### src/rtl/window_scheduler_if.sv
// Pixel-in / window-out handshake bundle for the window scheduler.
// The master side produces pixels and consumes windows; the slave side is the scheduler.
interface window_scheduler_if #(
    parameter int DATA_WIDTH = 8
);
    logic [1:0]              cfg_sel;
    logic [DATA_WIDTH-1:0]   pix_data;
    logic                    pix_valid;
    logic                    pix_ready;
    logic [DATA_WIDTH*9-1:0] win_data;
    logic [1:0]              win_cfg;
    logic                    win_last;
    logic                    win_valid;
    logic                    win_ready;
    logic                    frame_done;

    modport master (
        output cfg_sel, pix_data, pix_valid, win_ready,
        input  pix_ready, win_data, win_cfg, win_last, win_valid, frame_done
    );

    modport slave (
        input  cfg_sel, pix_data, pix_valid, win_ready,
        output pix_ready, win_data, win_cfg, win_last, win_valid, frame_done
    );
endinterface

### src/rtl/window_scheduler.sv
// Raster-to-window sequencer: buffers two lines and emits every interior 3x3 window
// with a per-frame filter select and end-of-frame markers.
module window_scheduler #(
    parameter int DATA_WIDTH = 8,
    parameter int IMG_W      = 16,
    parameter int IMG_H      = 16
) (
    input  logic               clk,
    input  logic               rst_n,
    window_scheduler_if.slave  bus
);
    localparam int CW = $clog2(IMG_W);
    localparam int RW = $clog2(IMG_H);
    localparam logic [CW-1:0] COL_LAST = CW'(IMG_W - 1);
    localparam logic [RW-1:0] ROW_LAST = RW'(IMG_H - 1);

    typedef enum logic [1:0] {IDLE, FILL, STREAM, DRAIN} state_t;

    state_t                  state, state_nxt;
    logic [CW-1:0]           col;
    logic [RW-1:0]           row;
    logic [1:0]              frame_cfg;
    logic [DATA_WIDTH-1:0]   lb0 [IMG_W];
    logic [DATA_WIDTH-1:0]   lb1 [IMG_W];
    logic [DATA_WIDTH-1:0]   taps [3][2];
    logic [DATA_WIDTH*9-1:0] win_next;
    logic                    accept;
    logic                    produce;
    logic                    col_last;
    logic                    row_last;
    logic                    win_hs;

    assign bus.pix_ready = (state == IDLE) ||
                           (((state == FILL) || (state == STREAM)) &&
                            (!bus.win_valid || bus.win_ready));
    assign accept   = bus.pix_valid && bus.pix_ready;
    assign col_last = (col == COL_LAST);
    assign row_last = (row == ROW_LAST);
    assign produce  = accept && (row >= RW'(2)) && (col >= CW'(2));
    assign win_hs   = bus.win_valid && bus.win_ready;

    // The incoming column (lb1, lb0, pixel) is the third window column, so only two are stored
    assign win_next = {bus.pix_data, taps[2][1], taps[2][0],
                       lb0[col],     taps[1][1], taps[1][0],
                       lb1[col],     taps[0][1], taps[0][0]};

    always_ff @(posedge clk or negedge rst_n) begin
        if (!rst_n) begin
            state <= IDLE;
        end else begin
            state <= state_nxt;
        end
    end

    always_comb begin
        state_nxt = state;
        case (state)
            IDLE:    if (accept) state_nxt = FILL;
            FILL:    if (accept && (row == RW'(1)) && col_last) state_nxt = STREAM;
            STREAM:  if (accept && row_last && col_last) state_nxt = DRAIN;
            DRAIN:   if (win_hs) state_nxt = IDLE;
            default: state_nxt = IDLE;
        endcase
    end

    always_ff @(posedge clk or negedge rst_n) begin
        if (!rst_n) begin
            col       <= '0;
            row       <= '0;
            frame_cfg <= '0;
        end else if (accept) begin
            if (state == IDLE) frame_cfg <= bus.cfg_sel;
            if (col_last) begin
                col <= '0;
                row <= row_last ? '0 : row + RW'(1);
            end else begin
                col <= col + CW'(1);
            end
        end
    end

    // Line buffers and window taps hold only pixel history, so they carry no reset
    always_ff @(posedge clk) begin
        if (accept) begin
            lb1[col] <= lb0[col];
            lb0[col] <= bus.pix_data;
            for (int i = 0; i < 3; i++) taps[i][0] <= taps[i][1];
            taps[0][1] <= lb1[col];
            taps[1][1] <= lb0[col];
            taps[2][1] <= bus.pix_data;
        end
    end

    always_ff @(posedge clk or negedge rst_n) begin
        if (!rst_n) begin
            bus.win_valid  <= 1'b0;
            bus.win_data   <= '0;
            bus.win_cfg    <= '0;
            bus.win_last   <= 1'b0;
            bus.frame_done <= 1'b0;
        end else begin
            bus.frame_done <= (state == DRAIN) && win_hs;
            if (produce) begin
                bus.win_valid <= 1'b1;
                bus.win_data  <= win_next;
                bus.win_cfg   <= frame_cfg;
                bus.win_last  <= row_last && col_last;
            end else if (bus.win_ready) begin
                bus.win_valid <= 1'b0;
            end
        end
    end
endmodule

### src/flat_wrapper.sv
// flat-port wrapper written by rule: the top's interface ports become plain ports
module window_scheduler_flat 
#(
    parameter int DATA_WIDTH = 8,
    parameter int IMG_W      = 16,
    parameter int IMG_H      = 16
)
  (clk, rst_n, bus_cfg_sel, bus_pix_data, bus_pix_valid, bus_win_ready, bus_pix_ready, bus_win_data, bus_win_cfg, bus_win_last, bus_win_valid, bus_frame_done);
  window_scheduler_if #(.DATA_WIDTH(DATA_WIDTH)) bus_i ();
  input  logic clk;
  input  logic rst_n;
  input wire logic [$bits(bus_i.cfg_sel)-1:0] bus_cfg_sel;
  input wire logic [$bits(bus_i.pix_data)-1:0] bus_pix_data;
  input wire logic [$bits(bus_i.pix_valid)-1:0] bus_pix_valid;
  input wire logic [$bits(bus_i.win_ready)-1:0] bus_win_ready;
  output wire logic [$bits(bus_i.pix_ready)-1:0] bus_pix_ready;
  output wire logic [$bits(bus_i.win_data)-1:0] bus_win_data;
  output wire logic [$bits(bus_i.win_cfg)-1:0] bus_win_cfg;
  output wire logic [$bits(bus_i.win_last)-1:0] bus_win_last;
  output wire logic [$bits(bus_i.win_valid)-1:0] bus_win_valid;
  output wire logic [$bits(bus_i.frame_done)-1:0] bus_frame_done;
  assign bus_i.cfg_sel = bus_cfg_sel;
  assign bus_i.pix_data = bus_pix_data;
  assign bus_i.pix_valid = bus_pix_valid;
  assign bus_i.win_ready = bus_win_ready;
  assign bus_pix_ready = bus_i.pix_ready;
  assign bus_win_data = bus_i.win_data;
  assign bus_win_cfg = bus_i.win_cfg;
  assign bus_win_last = bus_i.win_last;
  assign bus_win_valid = bus_i.win_valid;
  assign bus_frame_done = bus_i.frame_done;
  window_scheduler #(.DATA_WIDTH(DATA_WIDTH), .IMG_W(IMG_W), .IMG_H(IMG_H)) u_core (.clk(clk), .rst_n(rst_n), .bus(bus_i));
endmodule
### config.mk
export PLATFORM = sky130hd
export DESIGN_NAME = window_scheduler_flat
export DESIGN_NICKNAME = d
export VERILOG_FILES = /design/src/rtl/window_scheduler_if.sv /design/src/rtl/window_scheduler.sv /design/src/flat_wrapper.sv
export SDC_FILE = /design/constraint.sdc
export NUM_CORES = 1
export LEC_CHECK = 0
export CAP_MARGIN = 10
export CELL_PAD_IN_SITES_DETAIL_PLACEMENT = 0
export CELL_PAD_IN_SITES_GLOBAL_PLACEMENT = 2
export CORE_MARGIN = 1
export CORE_UTILIZATION = 25
export DETAILED_ROUTE_END_ITERATION = 8
export GPL_TIMING_DRIVEN = 0
export MAX_ROUTING_LAYER = met4
export PLACE_DENSITY = 0.52
export SLEW_MARGIN = 5
export SYNTH_ARGS = -nofsm -noshare
export SYNTH_HDL_FRONTEND = slang
export SYNTH_SLANG_ARGS = --single-unit
### constraint.sdc
create_clock -name clk -period 6.54 [get_ports clk]
set_clock_uncertainty 0.2 [all_clocks]
set_input_delay 1.635 -clock clk [delete_from_list [all_inputs] [get_ports clk]]
set_output_delay 1.635 -clock clk [all_outputs]
set_load 0.05 [all_outputs]
; ---- After elaboration in Yosys (flattened, before gate mapping)
; Memory sizes are Yosys's and may differ from the RTL's.
; Cells that the tools add are included.
; W data, S select, Z words.
[totals]
ff_bits = 89
latchBits = 0
mem_bits_rw = 304
rom_bits = 0
in_bits = 14
elab_cells = 57
mem_count = 3
[mem_list]
columns = name, depth, word_bits, rd, rd_clocked_by_memory_dff, wr, line
row1 = u_core.lb0, 16, 8, 1, 0, 1, window_scheduler.sv:23  ; logic [DATA_WIDTH-1:0] lb0 [IMG_W];
row2 = u_core.lb1, 16, 8, 1, 0, 1, window_scheduler.sv:24  ; logic [DATA_WIDTH-1:0] lb1 [IMG_W];
row3 = u_core.taps, 3, 16, 3, 0, 3, window_scheduler.sv:25  ; logic [DATA_WIDTH-1:0] taps [3][2];
[op_classes]
add_sub_neg = 2
multipliers = 0
div_mod_pow = 0
order_cmp = 2
n_eq_ne = 10
shifts = 0
mux = 11
n_bitwise = 0
reduce_logical = 20
[op_table]
columns = operator, count
row1 = $logic_and A1 B1 Y1, 11
row2 = $add A4 B1 Y4 const B, 2
row3 = $eq A4 B4 Y1 const B, 2
row4 = $ge A4 B2 Y1 const B, 2
row5 = $mux W2, 4
row6 = $mux W4, 2
row7 = $pmux W2 S4, 1
row8 = $eq A2 B2 Y1 const B, 2
row9 = $eq A4 B1 Y1 const B, 1
row10 = $mux W1, 4
row11 = $ne A2 B1 Y1 const B, 2
row12 = $ne A2 B2 Y1 const B, 2
row13 = $reduce_and A2 Y1, 2
row14 = $reduce_and A4 Y1, 1
row15 = $logic_or A1 B1 Y1, 3
row16 = $eq A2 B1 Y1 const B, 1
row17 = $logic_not A2 Y1, 1
row18 = $reduce_bool A2 Y1, 1
row19 = $logic_not A1 Y1, 1

; ---- Logic depth before layout (Yosys ltp)
[depth]
word_depth = 9
mapped_depth = 9
depth_no_buf = 8

; ---- Worst setup path after synthesis
; OpenSTA, ideal clock, no wires.
[synth_path]
path_kind = input-to-reg
from = in bus_win_ready
to = mem u_core.lb0[0][0], enable pin
setup_ns = 0.374
arrival_ns = 4.179
required_ns = 5.966
slack_ns = 1.787
cell_stages = 5
n_path_buf = 1
path_cell_list = nand2b_1 -> a31oi_2 -> inv_2 -> clkbuf_1 -> and3_1
[synth_between]
elab_chain_cells = 6
[synth_rtl]
columns = element, line
row1 = "start, declared", flat_wrapper.sv:15  ; input wire logic [$bits(bus_i.win_ready)-1:0] bus_win_ready;
row2 = $logic_or A1 B1 Y1, window_scheduler.sv:35  ; (!bus.win_valid || bus.win_ready));
row3 = $logic_and A1 B1 Y1, window_scheduler.sv:34  ; (((state == FILL) || (state == STREAM)) &&
row4 = $logic_or A1 B1 Y1, window_scheduler.sv:33  ; assign bus.pix_ready = (state == IDLE) ||
row5 = $logic_and A1 B1 Y1, window_scheduler.sv:36  ; assign accept = bus.pix_valid && bus.pix_ready;
row6 = named net u_core.accept, window_scheduler.sv:27  ; logic accept;
row7 = $mux W1, window_scheduler.sv:84  ; if (accept) begin
row8 = $mux W1 (implied by the code), window_scheduler.sv:86  ; lb0[col] <= bus.pix_data;
row9 = "end, declared", window_scheduler.sv:23
; The timed path passes the listed nets, and every way through them passes these cells.

; ---- Worst setup path after layout
[layout_path]
from = in bus_win_ready
to = out bus_pix_ready
[layout_between]
elab_chain_cells = 3
[layout_rtl]
columns = element, line
row1 = $logic_or A1 B1 Y1, window_scheduler.sv:35
row2 = $logic_and A1 B1 Y1, window_scheduler.sv:34
row3 = $logic_or A1 B1 Y1, window_scheduler.sv:33
row4 = "end, declared", flat_wrapper.sv:16  ; output wire logic [$bits(bus_i.pix_ready)-1:0] bus_pix_ready;
; Every way passes these cells.

==> impl_metrics.csv <==
group,metric,value,unit
critical_path,critPathTopFamily,"buffers and inverters",
yosys,yosysSeqAreaShare,0.761,
yosys,syn-num-nets,742,
grt,antenna_found_initial,0,
grt,grt-ovfl-total,0,
yosys,ys_types,36,
flow_run,cap_viol_max_count,0,
sta,slew_viol_final,0,
yosys,synth-simple-area-share,0.0221,
route,postRouteAntennaNets,0,
clock_tree,clk_latency,0.56,ns
sta,setup_viol,0,
die,coreArea,59000,um^2
yosys,yosys-top-cells-area,"edfxtp_1 (61%), dfrtp_1 (15%), mux4_2 (9.7%)",
grt,grt_pass1_wl,52700,um
yosys,synth_edf_count,304,
placed_design,portBuffers,91,
placed_design,hpwl,22600,um
final_layout,synthToLayoutAreaGrowth,22.4,%
route,vias_per_cell,4.27,
clock_tree,hold_buffers,0,
critical_path,cp-start-kind,"input port",
critical_path,required,4.70,ns
sta,tns,0,ns
outcome,status,"finished, final reports clean",
clock_tree,htreeDepth,2,
die,die_area,60700,um^2
yosys,syn_area,14900,um^2
clock_tree,root_buffer,"clkbuf_16",
critical_path,critical_path.max_stage_delay,0.80,ns
route,via_count,7113,
yosys,synth_top_cell_by_area,"edfxtp_1",
placed_design,gp_congestion,0.707,
yosys,synth_top_area_share,0.611,
clock_tree,post_cts_buffers,0,
yosys,yosys_register_bits,393,
pwr,power_density,541,nW/um^2
clock_tree,cts.sinks,393,
clock_tree,cts_tree,"built",
clock_tree,cts_buffers,43,
yosys,yosysWarningCount,0,
pwr,power_leakage,6.26,nW
final_layout,nFillCells,5746,
yosys,synth_xor_area_frac,0.00117,
yosys,synth_area_per_cell,20.9,um^2
critical_path,crit_type,"input port to output pin",
sta,finalCritPeriodShare,0.773,
critical_path,arrival,3.22,ns
die,rows,89,
critical_path,crit_path_end_kind,"output pin",
route,drtIter0Drc,496,
sta,max_freq,198,MHz
yosys,synth_common_cells,"edfxtp_1 (304), dfrtp_1 (89), mux4_2 (64)",
sta,max_slew_margin,0.273,
die,fp.dieW,246,um
sta,tightest_slew,1.09,ns
final_layout,drive_gt1_frac,0.244,
route,postRouteWirelength,35700,um
die,io_pins,92,
clock_tree,clk_pin_slew,0.06,ns
hold_path,hold_path.class,"flop to flop",
die,fp.dieH,246,um
yosys,ys_async_sr_fraction,0.226,
route,wl_per_cell,21.4,um
critical_path,crit_fanout,3,
critical_path,critical-path-slowest-cell,"clkdlybuf4s50_1",
grt,grt_pass1_vias,7700,
sta,rsz0062_at_grt,"false",
critical_path,critPathBufInv,2,
route,firstDrtPassIters,4,
yosys,synth_mux_area_frac,0.165,
clock_tree,ctsResizeCount,0,
grt,grt.total_usage,0.124,
route,drcViolationCount,0,
final_layout,antenna_cells,0,
clock_tree,cts_buffer_depth,3,
yosys,yosysMostFrequentCell,"edfxtp_1",
sta,hold_violations,0,
critical_path,path_cells,"clkdlybuf4s50_1 -> nand2b_1 -> a21o_1 -> clkdlybuf4s50_1",
yosys,ys.flop_type,"edfxtp_1",
grt,grt_max_degree,52,
yosys,synth_top_family_by_area,"multiplexers",
critical_path,crit_top_cell,"clkdlybuf4s50_1",
final_layout,layout.nets,888,
yosys,synthAdderAreaFrac,0.0101,
pwr,power.total,9.88,mW
pwr,ir_drop,0.271,mV
yosys,synthCells,716,
die,start_util,0.253,
yosys,synth_compound_area_frac,0.0235,
sta,period_minus_slack,5.06,ns
## through the flow
step | instances | util | setup WS [ns] | hold slack [ns] | area, um^2
floorplan | 716 | - | 1.79 | 0.219 | 14900
global placement | 1580 | 0.285 | -0.753 | 0.224 | 16800
detailed placement | 1590 | 0.288 | 1.47 | 0.229 | 17000
CTS | 1665 | 0.310 | 1.46 | 0.242 | 18300
global route | 1665 | 0.310 | 1.39 | 0.251 | 18300
finish | 1665 | 0.310 | 1.48 | 0.241 | 18300
## final timing paths
kind / to / cells after the start / slack [ns] / startpoint
hold reg to reg: u_core.taps[0][10]$_DFFE_PP_ / 0 / 0.24 / u_core.taps[0][2]$_DFFE_PP_
hold / removal: u_core.taps[0][10]$_DFFE_PP_ / 0 / 0.24 / u_core.taps[0][2]$_DFFE_PP_
setup reg to reg: u_core.lb0[2][3]$_DFFE_PP_ / 8 / 3.15 / u_core.state[0]$_DFFE_PN0P_
max in group asynchronous: u_core.bus.win_data[65]$_DFFE_PN0P_ / 2 / 4.56 / rst_n
min in group asynchronous: u_core.bus.win_data[36]$_DFFE_PN0P_ / 1 / 0.87 / rst_n
setup / recovery: bus_pix_ready / 4 / 1.48 / bus_win_ready
## layer usage
layer	GRT usage	routed length [um]	vias to the layer above
met5	-	0	-
met2	0.206	18000	141
met3	0.0216	1450	49
met1	0.155	15600	3786
met4	0.0378	637	0
li1	-	-	3137
## cell usage in the layout (no fill, tap or decap), types with 8 or more instances in the layout
cell type,netlist,final
a211oi_1,9,9
clkdlybuf4s50_1,0,90
ha_1,12,12
clkbuf_1,4,27
nand2_1,10,10
mux2_2,48,48
mux2_1,29,29
edfxtp_1,304,304
a21oi_2,0,8
a21oi_1,18,10
buf_2,15,15
inv_1,8,8
mux4_2,64,64
nor2b_1,19,19
clkbuf_16,0,45
mux2i_1,16,16
dfrtp_1,89,89
and3_1,12,12
## layout make-up
class,count,area (um^2),share of cell area
Inverter,9,33.8,0.00185
Timing Repair Buffer,101,1080,0.0589
Buffer,34,226,0.0124
Sequential cell,393,11400,0.622
Clock buffer,71,1240,0.0681
Tap cell,773,967,0.0529
Clock inverter,4,17.5,0.000959
Multi-Input combinational cell,280,3350,0.183
## worst reg2reg max path: cells and delay by family, from the launching register on
family	cells	cell delay [ns]
AOI/OAI and AO/OA	1	0.15
adders and majority gates	1	0.21
buffers and inverters	4	0.90
DFF	1	0.40
and+or+nand+nor	2	1.14
## registers in the layout, indices dropped and copies added (netlist names)
name                   flops
u_core.bus.frame_done      1
u_core.bus.win_cfg         2
u_core.bus.win_data       72
u_core.bus.win_last        1
u_core.bus.win_valid       1
u_core.col                 4
u_core.frame_cfg           2
u_core.lb0               128
u_core.lb1               128
u_core.row                 4
u_core.state               2
u_core.taps               48
## power by group
part           switching, mW  total, mW  internal (mW)
sequential             0.214       3.83           3.62
combinational           2.43       3.83           1.40
clock                  0.935       2.22           1.29
total                   3.58       9.88           6.30
## kinds of logic after synthesis
logic type	Yosys count
flip-flops	393
multiplexers	157
AND/OR/NAND/NOR	60
AO/OA/AOI/OAI	49
buffers and inverters	43
adder cells (fa/ha/maj)	12
XOR/XNOR	2
No activity file was read; power rests on OpenSTA's default activity.
